**src/rtl/tau_pkg.sv**
```systemverilog
// Shared definitions for the status-flag path: flag bit positions inside the
// 8-bit flags word, the ALU operation class encoding and the flags width.
// decision_unit and its benches use the same bit positions.
package tau_pkg;

   localparam int FLAGS_WIDTH   = 8;

   // Bit positions inside the flags word; bits 3:0 are always zero.
   localparam int FLAG_ZERO     = 7;
   localparam int FLAG_SIGN     = 6;
   localparam int FLAG_CARRY    = 5;
   localparam int FLAG_OVERFLOW = 4;

   // Only the upper nibble carries state, so the shadow stack stores just that.
   localparam int FLAG_STORED_BITS = 4;

   typedef enum logic [1:0] {
      ALU_ADD   = 2'd0,
      ALU_SUB   = 2'd1,
      ALU_LOGIC = 2'd2,
      ALU_SHIFT = 2'd3
   } alu_class_e;

endpackage

```
**src/rtl/flags_stack.sv**
```systemverilog
// flags_stack: small parameterised LIFO that shadows the flags register across
// call/interrupt entry and exit. Supports push, pop and a same-cycle swap
// (push+pop on a non-empty stack). Push-when-full and pop-when-empty are ignored
// and raise a sticky error. Only instantiated when FLAGS_SHADOW_STACK_EN is
// defined.
module flags_stack #(
   parameter int DEPTH = 4,
   parameter int WIDTH = 4
) (
   input  logic             clk,
   input  logic             rst,
   input  logic             push,
   input  logic             pop,
   input  logic [WIDTH-1:0] push_data,
   output logic [WIDTH-1:0] top_data,
   output logic             pop_taken,
   output logic             full,
   output logic             empty,
   output logic             error
);

   localparam int CW = $clog2(DEPTH + 1);
   localparam int IW = (DEPTH > 1) ? $clog2(DEPTH) : 1;

   logic [WIDTH-1:0] mem [DEPTH];
   logic [CW-1:0]    count;
   logic [CW-1:0]    count_next;
   logic [IW-1:0]    top_idx;
   logic [IW-1:0]    push_idx;
   logic             do_push;
   logic             do_pop;
   logic             do_swap;
   logic             err_now;

   assign top_idx  = IW'(count - CW'(1));
   assign push_idx = IW'(count);
   assign top_data = mem[top_idx];

   // Decode the requested operation against the current occupancy.
   always_comb begin
      // NOTE: every signal assigned in a combinational block gets a default
      // first, so no path leaves it unassigned and no latch is inferred.
      do_push    = 1'b0;
      do_pop     = 1'b0;
      do_swap    = 1'b0;
      err_now    = 1'b0;
      count_next = count;
      if (push && pop) begin
         // A swap on an empty stack degenerates into an error pop.
         if (empty) err_now = 1'b1;
         else       do_swap = 1'b1;
      end else if (push) begin
         if (full) err_now = 1'b1;
         else      do_push = 1'b1;
      end else if (pop) begin
         if (empty) err_now = 1'b1;
         else       do_pop  = 1'b1;
      end
      if (do_push)     count_next = count + CW'(1);
      else if (do_pop) count_next = count - CW'(1);
   end

   // Tells the flags register to load the old top (plain pop or swap).
   assign pop_taken = pop && !empty;

   // Entry storage: written on push into the next free slot, or over the top on swap.
   always_ff @(posedge clk) begin
      // NOTE: the storage array has no reset; occupancy is tracked by count,
      // so stale entries are never visible and resetting them would only cost logic.
      if (!rst) begin
         if (do_push)      mem[push_idx] <= push_data;
         else if (do_swap) mem[top_idx]  <= push_data;
      end
   end

   // Occupancy counter with registered full/empty and the sticky error flag.
   always_ff @(posedge clk) begin
      // NOTE: sequential state uses non-blocking assignments so every register
      // samples the pre-edge values, independent of statement order.
      if (rst) begin
         count <= '0;
         full  <= 1'b0;
         empty <= 1'b1;
         error <= 1'b0;
      end else begin
         count <= count_next;
         full  <= (count_next == CW'(DEPTH));
         empty <= (count_next == '0);
         if (err_now) error <= 1'b1;
      end
   end

endmodule

```
**src/rtl/flags_unit.sv**
```systemverilog
// flags_unit: derives ZERO/SIGN/CARRY/OVERFLOW from each ALU result into an
// 8-bit flags register that feeds decision_unit. Register source priority per
// cycle is rst > flags_write > pop > alu_valid; the low nibble is always zero.
// Optional feature macro: FLAGS_SHADOW_STACK_EN builds the flags_stack shadow
// LIFO; without it push/pop are ignored and the stack status outputs are tied
// to full=0, empty=1, error=0.
module flags_unit
   import tau_pkg::*;
#(
   parameter int WORD_SIZE   = 16,
   parameter int STACK_DEPTH = 4
) (
   input  logic                   clk,
   input  logic                   rst,
   input  logic                   alu_valid,
   input  logic [1:0]             alu_class,
   input  logic [WORD_SIZE-1:0]   operand_a,
   input  logic [WORD_SIZE-1:0]   operand_b,
   input  logic [WORD_SIZE-1:0]   result,
   input  logic                   carry_out,
   input  logic [3:0]             update_mask,
   input  logic                   flags_write,
   input  logic [FLAGS_WIDTH-1:0] flags_write_data,
   input  logic                   push,
   input  logic                   pop,
   output logic [FLAGS_WIDTH-1:0] flags,
   output logic                   stack_full,
   output logic                   stack_empty,
   output logic                   stack_error
);

   localparam int MSB = WORD_SIZE - 1;

   alu_class_e                  cls;
   logic [FLAGS_WIDTH-1:0]      flags_q;
   logic [FLAGS_WIDTH-1:0]      alu_flags;
   logic [FLAGS_WIDTH-1:0]      flags_next;
   logic [FLAG_STORED_BITS-1:0] stack_top;
   logic                        pop_taken;
   logic                        stack_pop;
   logic                        z_bit;
   logic                        s_bit;
   logic                        c_bit;
   logic                        o_bit;
   logic                        unused_low_bits;

   assign cls   = alu_class_e'(alu_class);
   assign flags = flags_q;

   // Only operand sign bits matter, and the low nibble of a direct load is dropped.
   assign unused_low_bits = ^{operand_a[MSB-1:0], operand_b[MSB-1:0], flags_write_data[3:0]};

   // A direct flags load outranks pop, so the stack is left untouched that cycle.
   assign stack_pop = pop && !flags_write;

   // Derive the four raw flags from the ALU result and merge them through the mask.
   always_comb begin
      z_bit = (result == '0);
      s_bit = result[MSB];
      c_bit = 1'b0;
      o_bit = 1'b0;
      case (cls)
         ALU_ADD: begin
            c_bit = carry_out;
            o_bit = (operand_a[MSB] == operand_b[MSB]) && (result[MSB] != operand_a[MSB]);
         end
         ALU_SUB: begin
            c_bit = carry_out;
            o_bit = (operand_a[MSB] != operand_b[MSB]) && (result[MSB] != operand_a[MSB]);
         end
         ALU_SHIFT: c_bit = carry_out;
         default:   c_bit = 1'b0;
      endcase

      alu_flags = flags_q;
      if (update_mask[3]) alu_flags[FLAG_ZERO]     = z_bit;
      if (update_mask[2]) alu_flags[FLAG_SIGN]     = s_bit;
      if (update_mask[1]) alu_flags[FLAG_CARRY]    = c_bit;
      if (update_mask[0]) alu_flags[FLAG_OVERFLOW] = o_bit;
   end

   // Select the next flags value by source priority.
   always_comb begin
      flags_next = flags_q;
      if (flags_write)    flags_next = {flags_write_data[7:4], 4'b0000};
      else if (pop_taken) flags_next = {stack_top, 4'b0000};
      else if (alu_valid) flags_next = alu_flags;
   end

   // Flags register.
   always_ff @(posedge clk) begin
      if (rst) flags_q <= '0;
      else     flags_q <= flags_next;
   end

`ifdef FLAGS_SHADOW_STACK_EN
   // The stack always saves the pre-update flags, so a same-cycle ALU write
   // still lands in the register while the old value goes onto the stack.
   flags_stack #(
      .DEPTH (STACK_DEPTH),
      .WIDTH (FLAG_STORED_BITS)
   ) u_stack (
      .clk       (clk),
      .rst       (rst),
      .push      (push),
      .pop       (stack_pop),
      .push_data (flags_q[7:4]),
      .top_data  (stack_top),
      .pop_taken (pop_taken),
      .full      (stack_full),
      .empty     (stack_empty),
      .error     (stack_error)
   );
`else
   logic unused_stack_ctrl;

   assign unused_stack_ctrl = ^{push, pop, stack_pop};
   assign stack_top         = '0;
   assign pop_taken         = 1'b0;
   assign stack_full        = 1'b0;
   assign stack_empty       = 1'b1;
   assign stack_error       = 1'b0;
`endif

endmodule

```
**config.mk**
```make
export PLATFORM = sky130hd
export DESIGN_NAME = flags_unit
export DESIGN_NICKNAME = d
export VERILOG_FILES = /design/src/rtl/tau_pkg.sv /design/src/rtl/flags_stack.sv /design/src/rtl/flags_unit.sv
export SDC_FILE = /design/constraint.sdc
export NUM_CORES = 1
export LEC_CHECK = 0
export CORE_MARGIN = 1
export CORE_UTILIZATION = 17
export CTS_CLUSTER_SIZE = 12
export DETAILED_ROUTE_END_ITERATION = 16
export PLACE_DENSITY_LB_ADDON = 0.25
export RECOVER_POWER = 50
export REMOVE_ABC_BUFFERS = 1
export SYNTH_ARGS = -nofsm -noshare
export SYNTH_HDL_FRONTEND = slang
export SYNTH_SLANG_ARGS = --single-unit
```
**constraint.sdc**
```tcl
create_clock -name clk -period 2.9 [get_ports clk]
set_input_delay 0.58 -clock clk [delete_from_list [all_inputs] [get_ports clk]]
set_output_delay 0.58 -clock clk [all_outputs]
set_load 0.01 [all_outputs]
```
## After elaboration in Yosys (flattened, before gate mapping)

Cells that the tools add are included.

| word-level totals | value |
|---|---|
| logic and storage cells | 31 |
| bits in registers | 4 |
| output and inout bits | 11 |
| bits of input ports | 69 |

| cells by class | value |
|---|---|
| reductions and logical operators | 14 |
| muxes and demuxes | 8 |
| equality and inequality tests | 5 |

Operators by type and width:

| cell | number |
|---|---|
| 16-bit zero test | 1 |
| 8-bit 2-to-1 mux | 2 |
| 2-bit nonzero test | 5 |
| 2-bit AND reduction | 4 |
| 1-bit 2-to-1 mux | 5 |
| 3-bit OR reduction | 1 |
| 2-bit by 1-bit == test with 1-bit output, second input constant | 1 |
| 2-bit == test, second input constant | 1 |
| 1-bit logical AND | 2 |
| 2-bit zero test | 1 |
| 1-bit != test | 2 |
| 1-bit case mux with 2 select lines | 1 |
| 1-bit == test | 1 |

## Logic depth before layout (Yosys ltp)

Gate-level depths: netlist of run 1.

| depth | value |
|---|---|
| depth in word-level cells | 6 |
| mapped depth | 4 |

## Worst setup path before layout of run 1

No wires, ideal clock.

| timing | value |
|---|---|
| kind | in2reg |
| start point | in result[0] |
| end point | reg flags_q[7], in the netlist flags[7] |
| data required time | 2.825 ns |
| stages on the path | 3 |
| buffers on the path | 0 |
| slack | 1.253 ns |
| data arrival time | 1.572 ns |
| cells stage by stage | or4_1 -> or4_1 -> o22ai_1 |

| on the way | value |
|---|---|
| cells in the longest elaborated chain, start to end | 4 |

RTL lines:

| element | line | text |
|---|---|---|
| start, declared | flags_unit.sv:19 | `input logic [WORD_SIZE-1:0] result,` |
| 16-bit zero test | flags_unit.sv:58 | `z_bit = (result == '0);` |
| 1-bit 2-to-1 mux | flags_unit.sv:76 | `if (update_mask[3]) alu_flags[FLAG_ZERO] = z_bit;` |
| 8-bit 2-to-1 mux | flags_unit.sv:87 | `else if (alu_valid) flags_next = alu_flags;` |
| 8-bit 2-to-1 mux | flags_unit.sv:85 | `if (flags_write) flags_next = {flags_write_data[7:4], 4'b0000};` |
| end signal, assigned | flags_unit.sv:93 | `else flags_q <= flags_next;` |
| end, declared | flags_unit.sv:35 | `logic [FLAGS_WIDTH-1:0] flags_q;` |

Every way passes these cells. The select of a mux whose other input is x is not followed.
A chain may end at the register's enable or synchronous reset.

## Worst setup path after layout of run 1

Ends and elaborated chain as after synthesis.

==> summary.txt, run 1 <==
Clock network
  – Clock tree from TritonCTS: yes
  – Maximum clock path buffer count: 2
  – Hold buffers post-CTS: 0
  – Post-CTS Repair Setup Buffers: 0
  – Clock Sinks: 4
  – CTS clock-pin slew for the worst setup and hold paths: 0.04 ns
  – Skew-Pair Late Insertion Delay: 0.23 ns
  – Post-cts resize count: 0
  – Total clock buffers created by CTS: 3
  – Root buffer cell: sky130_fd_sc_hd__clkbuf_4
  – H-tree depth reported by CTS: 1

Drt
  – Detailed Routing Iterations Pass 1: 3
  – Overall routed net length: 992 µm
  – Detailed-route vias per instance: 4.10
  – Highest layer used for signal routing: met3
  – Met3 Wirelength: 136 µm
  – Count of unresolved DRC violations after routing: 0
  – Post-DR wirelength/cell: 9.54 µm
  – DR iter-0 viols: 6
  – Routed wl met2: 396 µm
  – Vias post-DR: 426
  – Met1 layer wirelength in the final routing: 459 µm
  – Antenna viol nets, final: 0

Yosys
  – Post-synthesis sequential area ratio: 0.242
  – Syn_area_per_cell: 7.71 µm²
  – Post-Synth XOR/XNOR Area: 0.0264
  – Main area contributors after synthesis: sky130_fd_sc_hd__dfxtp_1, sky130_fd_sc_hd__buf_4, sky130_fd_sc_hd__nor2b_1
  – Most used standard cell by instance count after synthesis: sky130_fd_sc_hd__buf_4
  – Yosys reg bits: 4
  – List of most frequent post-synthesis cells: sky130_fd_sc_hd__buf_4, sky130_fd_sc_hd__nor2b_1, sky130_fd_sc_hd__dfxtp_1
  – Post-synthesis cell type count: 20
  – Ys async rst share: 0
  – Dominant cell type by area after synthesis: sky130_fd_sc_hd__dfxtp_1
  – Synth Instances: 43
  – Combinational family with the most area after synthesis: simple AND/OR/NAND/NOR gates
  – Top-area cell type share of the netlist area: 0.242
  – Synth warnings: 0
  – Top flip-flop cell by instance count after synthesis: sky130_fd_sc_hd__dfxtp_1
  – Syn Std Cell Area: 332 µm²
  – Multiplexer share of the synthesized area: 0.0302
  – Compound-gate portion of the synthesized area: 0.200
  – Count of flip-flops with a built-in enable after synthesis: 0
  – Adder-cell share of the synthesized area: 0
  – Synth Area in Simple Gates: 0.283

Worst setup path
  – Worst r2r path cells: 3
  – FF-to-FF End: flags[6]$_SDFFE_PP0P_
  – Top fanout value on the critical path: 1
  – Top Family by Delay on Critical Path: simple AND/OR/NAND/NOR gates
  – Worst EP required: 3.06 ns
  – Critical path buffer and inverter count: 1
  – Cell occurring most often along the worst timing path: sky130_fd_sc_hd__or4_1
  – Critical path arrival: 2.00 ns
  – Category of the worst setup path launch point: input pin
  – Critical-path cell list: clkdlybuf4s50_1 -> or4_1 -> or4_1 -> o22ai_1
  – Reg-to-reg critical path startpoint: flags[6]$_SDFFE_PP0P_
  – Kind of capture point of the worst setup path: flip-flop
  – Stage delay of the slowest cell on the critical path: 0.50 ns
  – Standard cell with the maximum stage delay on the critical path: sky130_fd_sc_hd__or4_1
  – Crit path kind: input pin to flip-flop
  – CP Depth: 4
  – R2r setup slk: 2.02 ns

Timing
  – Share of the cycle needed by the critical path after routing: 0.635
  – Final setup violating endpoints: 0
  – Summed negative setup slack over all endpoints: 0 ns
  – Post-layout minimum cycle time: 1.84 ns
  – Clock skew after layout: 0 ns
  – Final slew viol count: 0
  – Final critical-path setup slack: 1.06 ns
  – Unrepaired setup endpoints after global routing: false
  – Maximum clock frequency: 543 MHz
  – Final-report hold violation count: 0

Die
  – Core area: 1780 µm²
  – Overall die height: 46.2 µm
  – Starting density of the core: 0.186
  – Die width: 46.2 µm
  – Die Footprint: 2130 µm²
  – Num rows: 15
  – Count of boundary I/O pins: 80

Outcome
  – Run status: finished, final reports clean

Hold path
  – Depth of the worst hold-timing path: 2
  – Capture endpoint of the worst hold path: flags[5]$_SDFFE_PP0P_
  – Type of the worst min-delay path: flip-flop to flip-flop
  – Min-Delay Startpoint: flags[5]$_SDFFE_PP0P_

Placed design
  – Quantity of I/O buffers inserted on ports: 36
  – Estimated wirelength of the detail-placed design: 823 µm
  – Place WS: 0.802 ns
  – Final RePlAce weighted congestion: 0.632

Layout
  – Net count of the finished layout: 150
  – ANT cells: 0
  – Register area: 80.1 µm²
  – Area growth from synthesis to layout: 113%
  – Max FFs per register: 4
  – Area of combinational cells with multiple inputs: 205 µm²
  – Number of fill cells in the layout: 190
  – Layout cells sized above 1: 0.0380

GRT
  – Global-route congestion overflow total: 0
  – Via count of the first global-routing pass: 385
  – Global-route wire length before repair: 1670 µm
  – Number of antenna violations at the first check in global routing: 0
  – Overall routing resource usage: 0.118
  – Maximum number of pins on one net before global-route repair: 11

Flow run
  – Reported max-cap violation count: 0

Pwr
  – Leakage dissipation: 0.267 nW
  – Power density cells: 290 nW/µm²
  – Cell Int Power: 0.156 mW
  – Switching power summed over all nets: 0.0488 mW
  – IR drop worst, VDD: 0.000146 V
  – Proportion of power drawn by the clock network: 0.345
  – Sw frac: 0.238
  – Sequential power share: 0.295
  – Comb power frac: 0.360
==> worst max-delay path by stage <==
stage,from,end,slack (ns)
2_1_floorplan,result[0],flags[7]$_SDFFE_PP0P_,1.25
4_1_cts,result[0],flags[7]$_SDFFE_PP0P_,1.06
3_3_place_gp,result[0],flags[7]$_SDFFE_PP0P_,0.83
5_1_grt,result[0],flags[7]$_SDFFE_PP0P_,1.01
6_report,result[0],flags[7]$_SDFFE_PP0P_,1.06
3_5_place_dp,result[0],flags[7]$_SDFFE_PP0P_,0.80
==> placed cells by master (no fill, tap or decap) <==
cell type	instances
sky130_fd_sc_hd__dlygate4sd3_1	4
sky130_fd_sc_hd__nand3_1	1
sky130_fd_sc_hd__nor4_1	3
sky130_fd_sc_hd__o22ai_1	2
sky130_fd_sc_hd__a21boi_0	1
sky130_fd_sc_hd__a311oi_1	1
sky130_fd_sc_hd__a221oi_1	1
sky130_fd_sc_hd__dfxtp_1	4
sky130_fd_sc_hd__xnor2_1	1
sky130_fd_sc_hd__clkdlybuf4s50_1	32
sky130_fd_sc_hd__o2111ai_1	1
sky130_fd_sc_hd__a21oi_1	1
sky130_fd_sc_hd__nand2_1	3
sky130_fd_sc_hd__nor3_1	1
sky130_fd_sc_hd__mux2i_1	1
sky130_fd_sc_hd__clkbuf_4	3
sky130_fd_sc_hd__or4_1	3
sky130_fd_sc_hd__conb_1	7
sky130_fd_sc_hd__nor2b_1	5
sky130_fd_sc_hd__inv_1	2
sky130_fd_sc_hd__a22oi_1	2
==> through the flow <==
stage,total power [mW],cell area (µm²),hold slack (ns),utilization,cells
finish,0.205,707,0.555,0.396,104
global route,0.221,707,0.605,0.396,104
CTS,0.210,707,0.560,0.396,104
detailed placement,0.136,684,0.550,0.384,101
global placement,0.136,684,0.550,0.384,101
floorplan,0.0803,293,0.563,-,40
==> power groups by stage <==
stage,clock network [mW],registers (mW),logic (mW)
2_1_floorplan,0,0.0630,0.0172
3_3_place_gp,0,0.0616,0.0746
3_5_place_dp,0,0.0614,0.0748
4_1_cts,0.0744,0.0606,0.0754
5_1_grt,0.0789,0.0608,0.0813
6_report,0.0706,0.0604,0.0737
==> routing by layer <==
| metal | up-vias | GRT usage |
|---|---|---|
| met1 | 178 | 0.151 |
| met3 | 0 | 0.0824 |
| li1 | 218 | - |
| met5 | - | 0 |
| met2 | 30 | 0.146 |
| met4 | 0 | 0.0529 |
==> worst reg2reg max path: stages (launching register included) <==
cell                       delay (ns)
sky130_fd_sc_hd__dfxtp_1         0.30
sky130_fd_sc_hd__a21boi_0        0.12
sky130_fd_sc_hd__a311oi_1        0.27
sky130_fd_sc_hd__nor3_1          0.07
==> layout make-up <==
class | count | share of cell area
Sequential cell | 4 | 0.113
Inverter | 2 | 0.0106
Multi-Input combinational cell | 34 | 0.290
Timing Repair Buffer | 36 | 0.510
Clock buffer | 3 | 0.0319
Tap cell | 25 | 0.0442
==> logic make-up (layout without fill, tap and decap cells) <==
logic type / Yosys count / after routing
DFF: 4 / 4
buffers and inverters: 10 / 41
other: 2 / 7
and+or+nand+nor: 16 / 16
AOI/OAI and AO/OA: 9 / 9
muxes: 1 / 1
xor gates and xnor gates: 1 / 1
Power figures use the tool's default switching activity.
==> inputs of run 2 (changes only) <==
--- a/config.mk
+++ b/config.mk
@@ -6,7 +6,7 @@
 export NUM_CORES = 1
 export LEC_CHECK = 0
 export CORE_MARGIN = 1
-export CORE_UTILIZATION = 17
+export CORE_UTILIZATION = 16
 export CTS_CLUSTER_SIZE = 12
 export DETAILED_ROUTE_END_ITERATION = 16
 export PLACE_DENSITY_LB_ADDON = 0.25
==> constraint.sdc (replaced) <==
create_clock -name clk -period 1.7 [get_ports clk]
set_input_delay 0.34 -clock clk [delete_from_list [all_inputs] [get_ports clk]]
set_output_delay 0.34 -clock clk [all_outputs]
set_load 0.01 [all_outputs]
==> run 2 against run 1 <==
Compared with the run above: hold slack improved by 0.0052 ns; utilization fell by 2.3 points; sequential share of layout area fell by 0.39 points; clock skew did not move; cell area rose by 3.5%; total power rose by 74%; setup slack got worse by 0.95 ns; critical path depth did not move; flip-flop and latch count did not move; count of clock-buffer cells in the layout did not move; critical path type unchanged; critical endpoint unchanged; largest cell class unchanged.
==> summary.txt, run 2 (synthesis gave the netlist of run 1 again) <==
Outcome
  – Run status: finished, final reports clean

Drt
  – Detailed Routing Iterations Pass 1: 2 (-1)
  – Antenna viol nets, final: 0 (unchanged)
  – Overall routed net length: 1080 µm (+8.5%)
  – Vias post-DR: 443 (+4.0%)
  – Post-DR wirelength/cell: 9.87 µm (+3.5%)
  – DR iter-0 viols: 4 (-2)
  – Detailed-route vias per instance: 4.06 (-0.78%)
  – Count of unresolved DRC violations after routing: 0 (unchanged)

GRT
  – Overall routing resource usage: 0.116 (-0.00257)
  – Global-route wire length before repair: 1780 µm (+6.7%)
  – Via count of the first global-routing pass: 476 (+24%)
  – Global-route congestion overflow total: 0 (unchanged)
  – Maximum number of pins on one net before global-route repair: 8 (-3)
  – Number of antenna violations at the first check in global routing: 0 (unchanged)

Clock network
  – Clock Sinks: 4 (unchanged)
  – Skew-Pair Late Insertion Delay: 0.23 ns (about the same)
  – Post-CTS Repair Setup Buffers: 0 (unchanged)
  – Root buffer cell: sky130_fd_sc_hd__clkbuf_4
  – Total clock buffers created by CTS: 3 (unchanged)
  – Hold buffers post-CTS: 0 (unchanged)
  – CTS clock-pin slew for the worst setup and hold paths: 0.04 ns (about the same)
  – Post-cts resize count: 0 (unchanged)
  – H-tree depth reported by CTS: 1 (unchanged)
  – Maximum clock path buffer count: 2 (unchanged)
  – Clock tree from TritonCTS: yes

Layout
  – Layout cells sized above 1: 0.0732 (+0.0352)
  – Commonest non-fill, non-tap cell in the layout: sky130_fd_sc_hd__clkdlybuf4s50_1
  – Max FFs per register: 4 (unchanged)
  – Number of fill cells in the layout: 224 (+18%)
  – Net count of the finished layout: 153 (+2.0%)
  – Layout Cell Area excl Fill: 732 µm² (+3.5%)
  – Area growth from synthesis to layout: 121%
  – ANT cells: 0 (unchanged)
  – Utilization of the core after routing: 0.373 (-0.0234)
  – Most frequent cells in the layout: sky130_fd_sc_hd__clkdlybuf4s50_1, sky130_fd_sc_hd__conb_1, sky130_fd_sc_hd__nor2b_1

Timing
  – Final critical-path setup slack: 0.107 ns (-0.951 ns)
  – Final slew viol count: 0 (unchanged)
  – Maximum clock frequency: 628 MHz
  – Final setup violating endpoints: 0 (unchanged)
  – Clock skew after layout: 0 ns (unchanged)
  – Share of the cycle needed by the critical path after routing: 0.937
  – Post-layout minimum cycle time: 1.59 ns
  – Worst hold slack across all endpoints: 0.560 ns (+0.00523 ns)
  – Unrepaired setup endpoints after global routing: false
  – Final-report hold violation count: 0 (unchanged)

Hold path
  – Type of the worst min-delay path: flip-flop to flip-flop

Die
  – Die Footprint: 2260 µm² (+6.0%)
  – Overall die height: 47.5 µm (+2.9%)
  – Count of boundary I/O pins: 80 (unchanged)
  – Die width: 47.5 µm (+2.9%)
  – Num rows: 16 (+1)
  – Core area: 1960 µm² (+10%)
  – Starting density of the core: 0.169 (-0.0170)

Pwr
  – Sequential power share: 0.291 (-0.004)
  – Power density cells: 486 nW/µm² (+68%)
  – Leakage dissipation: 0.280 nW (+4.6%)
  – Comb power frac: 0.373 (+0.013)
  – IR drop worst, VDD: 0.000242 V (+65%)
  – Proportion of power drawn by the clock network: 0.336 (-0.009)
  – Sw frac: 0.238 (-0.000268)
  – Switching power summed over all nets: 0.0847 mW (+74%)
  – Cell Int Power: 0.271 mW (+74%)

Worst setup path
  – R2r setup slk: 0.84 ns (-1.18 ns)
  – Critical path arrival: 1.75 ns (-0.25 ns)
  – Worst EP required: 1.86 ns (-1.20 ns)
  – Crit path kind: input pin to flip-flop
  – Category of the worst setup path launch point: input pin
  – Kind of capture point of the worst setup path: flip-flop
  – Top fanout value on the critical path: 1 (unchanged)

Placed design
  – Post-place instance area: 709 µm² (+3.7%)
  – Estimated wirelength of the detail-placed design: 907 µm (+10%)
  – Quantity of I/O buffers inserted on ports: 36 (unchanged)
  – Place WS: -0.129 ns (-0.931 ns)
  – Final RePlAce weighted congestion: 0.724 (+15%)

Flow run
  – Reported max-cap violation count: 0 (unchanged)
==> run 2: stage by stage <==
step / TNS, ns / power, mW / cells
4_1_cts: 0 / 0.365 / 109
2_1_floorplan: 0 / 0.137 / 40
3_5_place_dp: -0.129 / 0.239 / 106
6_report: 0 / 0.356 / 109
3_3_place_gp: -0.117 / 0.238 / 106
5_1_grt: 0 / 0.382 / 109
==> run 2: layout make-up <==
cell class | instances | area (µm²) | area share
Clock buffer | 3 | 22.5 | 0.0308
Inverter | 2 | 7.51 | 0.0103
Multi-Input combinational cell | 34 | 205 | 0.280
Sequential cell | 4 | 80.1 | 0.109
Tap cell | 27 | 33.8 | 0.0462
Timing Repair Buffer | 39 | 383 | 0.523
==> run 2: power by group through the flow <==
stage	clock, mW	combinational (mW)	sequential (mW)
5_1_grt	0.132	0.147	0.104
3_3_place_gp	0	0.133	0.105
3_5_place_dp	0	0.134	0.105
2_1_floorplan	0	0.0294	0.108
4_1_cts	0.126	0.136	0.104
6_report	0.120	0.133	0.103
==> run 2: worst max-delay path: stages <==
cell and delay, ns:
sky130_fd_sc_hd__clkdlybuf4s50_1 0.39, sky130_fd_sc_hd__or4_1 0.50, sky130_fd_sc_hd__or4_1 0.40, sky130_fd_sc_hd__o22ai_1 0.13
==> run 2: path summary, 6_finish.rpt <==
kind	startpoint	end	depth (start not counted)
max	result[0]	flags[7]$_SDFFE_PP0P_	4
min	flags[5]$_SDFFE_PP0P_	flags[5]$_SDFFE_PP0P_	2
max reg2reg	flags[6]$_SDFFE_PP0P_	flags[6]$_SDFFE_PP0P_	3
min reg2reg	flags[5]$_SDFFE_PP0P_	flags[5]$_SDFFE_PP0P_	2
==> run 2: per-layer routing <==
layer	routed length, µm	part of all wire	track usage
met5	0	0	0
met4	0	0	0.0686
met3	125	0.12	0.0415
met2	494	0.46	0.200
met1	456	0.42	0.119
==> inputs of run 3 (changes only) <==
--- a/config.mk
+++ b/config.mk
@@ -5,8 +5,9 @@
 export SDC_FILE = /design/constraint.sdc
 export NUM_CORES = 1
 export LEC_CHECK = 0
+export ABC_AREA = 1
 export CORE_MARGIN = 1
-export CORE_UTILIZATION = 16
+export CORE_UTILIZATION = 19
 export CTS_CLUSTER_SIZE = 12
 export DETAILED_ROUTE_END_ITERATION = 16
 export PLACE_DENSITY_LB_ADDON = 0.25
==> run 3 against run 2 <==
Compared with the run above: maximum frequency rose by 7.8%; highest routed layer is now met4; die area is 3.5% higher; synthesized cell count is 70% higher; global-route usage is 0.53 points lower; setup slack better by 0.11 ns; flip-flop and latch count is the same; count of clock-buffer cells in the layout unchanged; combinational power up 8%; via count grew 19%; critical endpoint is now flags[4]; cell area is 7.2% higher; critical path depth fell by 3; critical path type is now flip-flop to output pin; first-iteration DRC count unchanged.
==> summary.txt, run 3 <==
Placed design
  – Place WS: 0.263 ns (+0.392 ns)
  – Post-place instance area: 777 µm² (+9.5%)
  – Estimated wirelength of the detail-placed design: 1010 µm (+11%)
  – Number of cells in the design after placement: 134 (+26%)
  – Quantity of I/O buffers inserted on ports: 36 (unchanged)
  – Final RePlAce weighted congestion: 0.754 (+4.1%)

Pwr
  – Leakage dissipation: 0.352 nW (+26%)
  – IR drop worst, VDD: 0.000176 V (-27%)
  – Power density cells: 482 nW/µm² (-0.85%)

Worst setup path
  – Critical path startpoint: flags[4]$_SDFFE_PP0P_
  – Category of the worst setup path launch point: flip-flop
  – Top fanout value on the critical path: 2 (+1)
  – Kind of capture point of the worst setup path: output pin
  – Top Family by Delay on Critical Path: buffers and inverters
  – Standard cell with the maximum stage delay on the critical path: sky130_fd_sc_hd__clkdlybuf4s50_1
  – Crit path kind: flip-flop to output pin
  – Stage delay of the slowest cell on the critical path: 0.54 ns (+0.04 ns)
  – Critical path arrival: 1.14 ns (-0.61 ns)
  – Critical path buffer and inverter count: 1 (unchanged)
  – Reg-to-reg critical path startpoint: flags[4]$_SDFFE_PP0P_
  – Worst EP required: 1.36 ns (-0.50 ns)
  – Critical-path cell list: clkdlybuf4s50_1

Yosys
  – Post-synthesis cell type count: 14 (-30%)
  – List of most frequent post-synthesis cells: sky130_fd_sc_hd__nand2_1, sky130_fd_sc_hd__nor2_1, sky130_fd_sc_hd__inv_1, sky130_fd_sc_hd__buf_4, sky130_fd_sc_hd__a21oi_1
  – Syn Std Cell Area: 408 µm² (+23%)
  – Main area contributors after synthesis: sky130_fd_sc_hd__nand2_1, sky130_fd_sc_hd__dfxtp_1, sky130_fd_sc_hd__buf_4
  – Post-synthesis sequential area ratio: 0.196 (-0.0452)
  – Dominant cell type by area after synthesis: sky130_fd_sc_hd__nand2_1
  – Most used standard cell by instance count after synthesis: sky130_fd_sc_hd__nand2_1
  – Ys async rst share: 0 (unchanged)
  – Top flip-flop cell by instance count after synthesis: sky130_fd_sc_hd__dfxtp_1
  – Synth warnings: 0 (unchanged)
  – Count of flip-flops with a built-in enable after synthesis: 0 (unchanged)
  – Synth Instances: 73 (+70%)
  – Yosys reg bits: 4 (unchanged)
  – Top-area cell type share of the netlist area: 0.202 (-0.0391)
  – Syn_area_per_cell: 5.59 µm² (-28%)

Clock network
  – Root buffer cell: sky130_fd_sc_hd__clkbuf_4
  – Skew-Pair Late Insertion Delay: 0.25 ns (+0.02 ns)
  – Post-cts resize count: 0 (unchanged)
  – CTS clock-pin slew for the worst setup and hold paths: 0.05 ns (about the same)
  – Post-CTS Repair Setup Buffers: 0 (unchanged)
  – Clock Sinks: 4 (unchanged)
  – Hold buffers post-CTS: 0 (unchanged)
  – Maximum clock path buffer count: 2 (unchanged)
  – Total clock buffers created by CTS: 3 (unchanged)
  – H-tree depth reported by CTS: 1 (unchanged)
  – Clock tree from TritonCTS: yes

Drt
  – DR iter-0 viols: 4 (unchanged)
  – Detailed Routing Iterations Pass 1: 4 (+2)
  – Overall routed net length: 1230 µm (+14%)
  – Count of unresolved DRC violations after routing: 0 (unchanged)
  – Post-DR wirelength/cell: 8.95 µm (-9.3%)
  – Vias post-DR: 525 (+19%)
  – Antenna viol nets, final: 0 (unchanged)
  – Detailed-route vias per instance: 3.83 (-5.7%)

Die
  – Overall die height: 48.3 µm (+1.7%)
  – Die width: 48.3 µm (+1.7%)
  – Die Footprint: 2340 µm² (+3.5%)
  – Num rows: 16 (unchanged)
  – Count of boundary I/O pins: 80 (unchanged)
  – Core area: 1980 µm² (+1.0%)
  – Starting density of the core: 0.206 (+0.0368)

GRT
  – Met2 Track Usage GR: 0.185 (-0.0146)
  – Most used routing layer: met2
  – Overall routing resource usage: 0.110 (-0.00527)
  – Met3 track demand over resource in global routing: 0.0157 (-0.0258)
  – Maximum number of pins on one net before global-route repair: 11 (+3)
  – Global-route congestion overflow total: 0 (unchanged)
  – Met1 Usage GRT: 0.124 (+0.00471)
  – Global-route wire length before repair: 1950 µm (+9.7%)
  – Via count of the first global-routing pass: 481 (+1.1%)
  – Number of antenna violations at the first check in global routing: 0 (unchanged)

Layout
  – Commonest non-fill, non-tap cell in the layout: sky130_fd_sc_hd__clkdlybuf4s50_1
  – Max FFs per register: 4 (unchanged)
  – Layout cells sized above 1: 0.0636 (-0.00953)
  – Most frequent cells in the layout: sky130_fd_sc_hd__clkdlybuf4s50_1, sky130_fd_sc_hd__nand2_1, sky130_fd_sc_hd__nor2_1
  – Net count of the finished layout: 181 (+18%)
  – Area growth from synthesis to layout: 92.3%
  – Final Instance Count excl. Fillers: 137 (+26%)
  – Utilization of the core after routing: 0.396 (+0.0227)
  – Layout Cell Area excl Fill: 785 µm² (+7.2%)
  – Number of fill cells in the layout: 212 (-5.4%)
  – ANT cells: 0 (unchanged)

Hold path
  – Min-Delay Startpoint: flags[6]$_SDFFE_PP0P_
  – Type of the worst min-delay path: flip-flop to flip-flop

Outcome
  – Run status: finished, final reports clean

Flow run
  – Reported max-cap violation count: 0 (unchanged)

Timing
  – Clock skew after layout: 0 ns (unchanged)
  – Share of the cycle needed by the critical path after routing: 0.869 (-0.0675)
  – Final-report hold violation count: 0 (unchanged)
  – Final critical-path setup slack: 0.222 ns (+0.115 ns)
  – Summed negative setup slack over all endpoints: 0 ns (unchanged)
  – Post-layout minimum cycle time: 1.48 ns (-0.115 ns)
  – Final setup violating endpoints: 0 (unchanged)
  – Maximum clock frequency: 677 MHz (+7.8%)
  – Final slew viol count: 0 (unchanged)
  – Unrepaired setup endpoints after global routing: false
-- run 3: cell types whose count changed in the layout (fill, tap and decap cells not counted), sizes merged, moves of 3 or more --
cell,delta
a21oi,+7
buf,-3
inv,+8
nand2,+19
nor2,+12
nor2b,-5
nor4,-3
o21ai,+3
or4,-3
-- run 3: power by group --
group          internal, mW  switching, mW  total [mW]
combinational        0.0911         0.0524       0.143
clock                0.0798         0.0507       0.130
sequential            0.101        0.00335       0.104
total                 0.272          0.106       0.378
-- run 3: per-stage QoR --
stage / hold slack (ns) / power (mW)
after floorplan: 0.409 / 0.149
after global placement: 0.436 / 0.254
after detailed placement: 0.436 / 0.254
after CTS: 0.442 / 0.387
after global routing: 0.458 / 0.398
final: 0.439 / 0.378
-- run 3: final timing paths --
path / end / cells after the start / slack (ns)
max: flags[4] / 1 / 0.22
min: flags[6]$_SDFFE_PP0P_ / 2 / 0.44
max reg2reg: flags[4]$_SDFFE_PP0P_ / 4 / 1.02
min reg2reg: flags[6]$_SDFFE_PP0P_ / 2 / 0.44
-- run 3: area by class of cell --
class	instances	area [µm²]	area share
flip-flops and latches	4	80.1	0.102
repair buffers	37	365	0.466
well taps	27	33.8	0.0431
multi-input cells	56	245	0.313
clock buffers	3	22.5	0.0287
inverters	10	37.5	0.0478
-- run 3: cell families after synthesis --
group / Yosys count / share of synthesized area
buffers and inverters: 18 / 0.248
flip-flops: 4 / 0.196
AO/OA/AOI/OAI: 11 / 0.153
other: 2 / 0.0184
AND/OR/NAND/NOR: 38 / 0.383
-- run 3: metal layers --
layer / vias to the layer above / routed length (µm)
met1: 210 / 546
met2: 29 / 587
met4: 0 / 11
li1: 284 / -
met3: 2 / 80
met5: - / 0
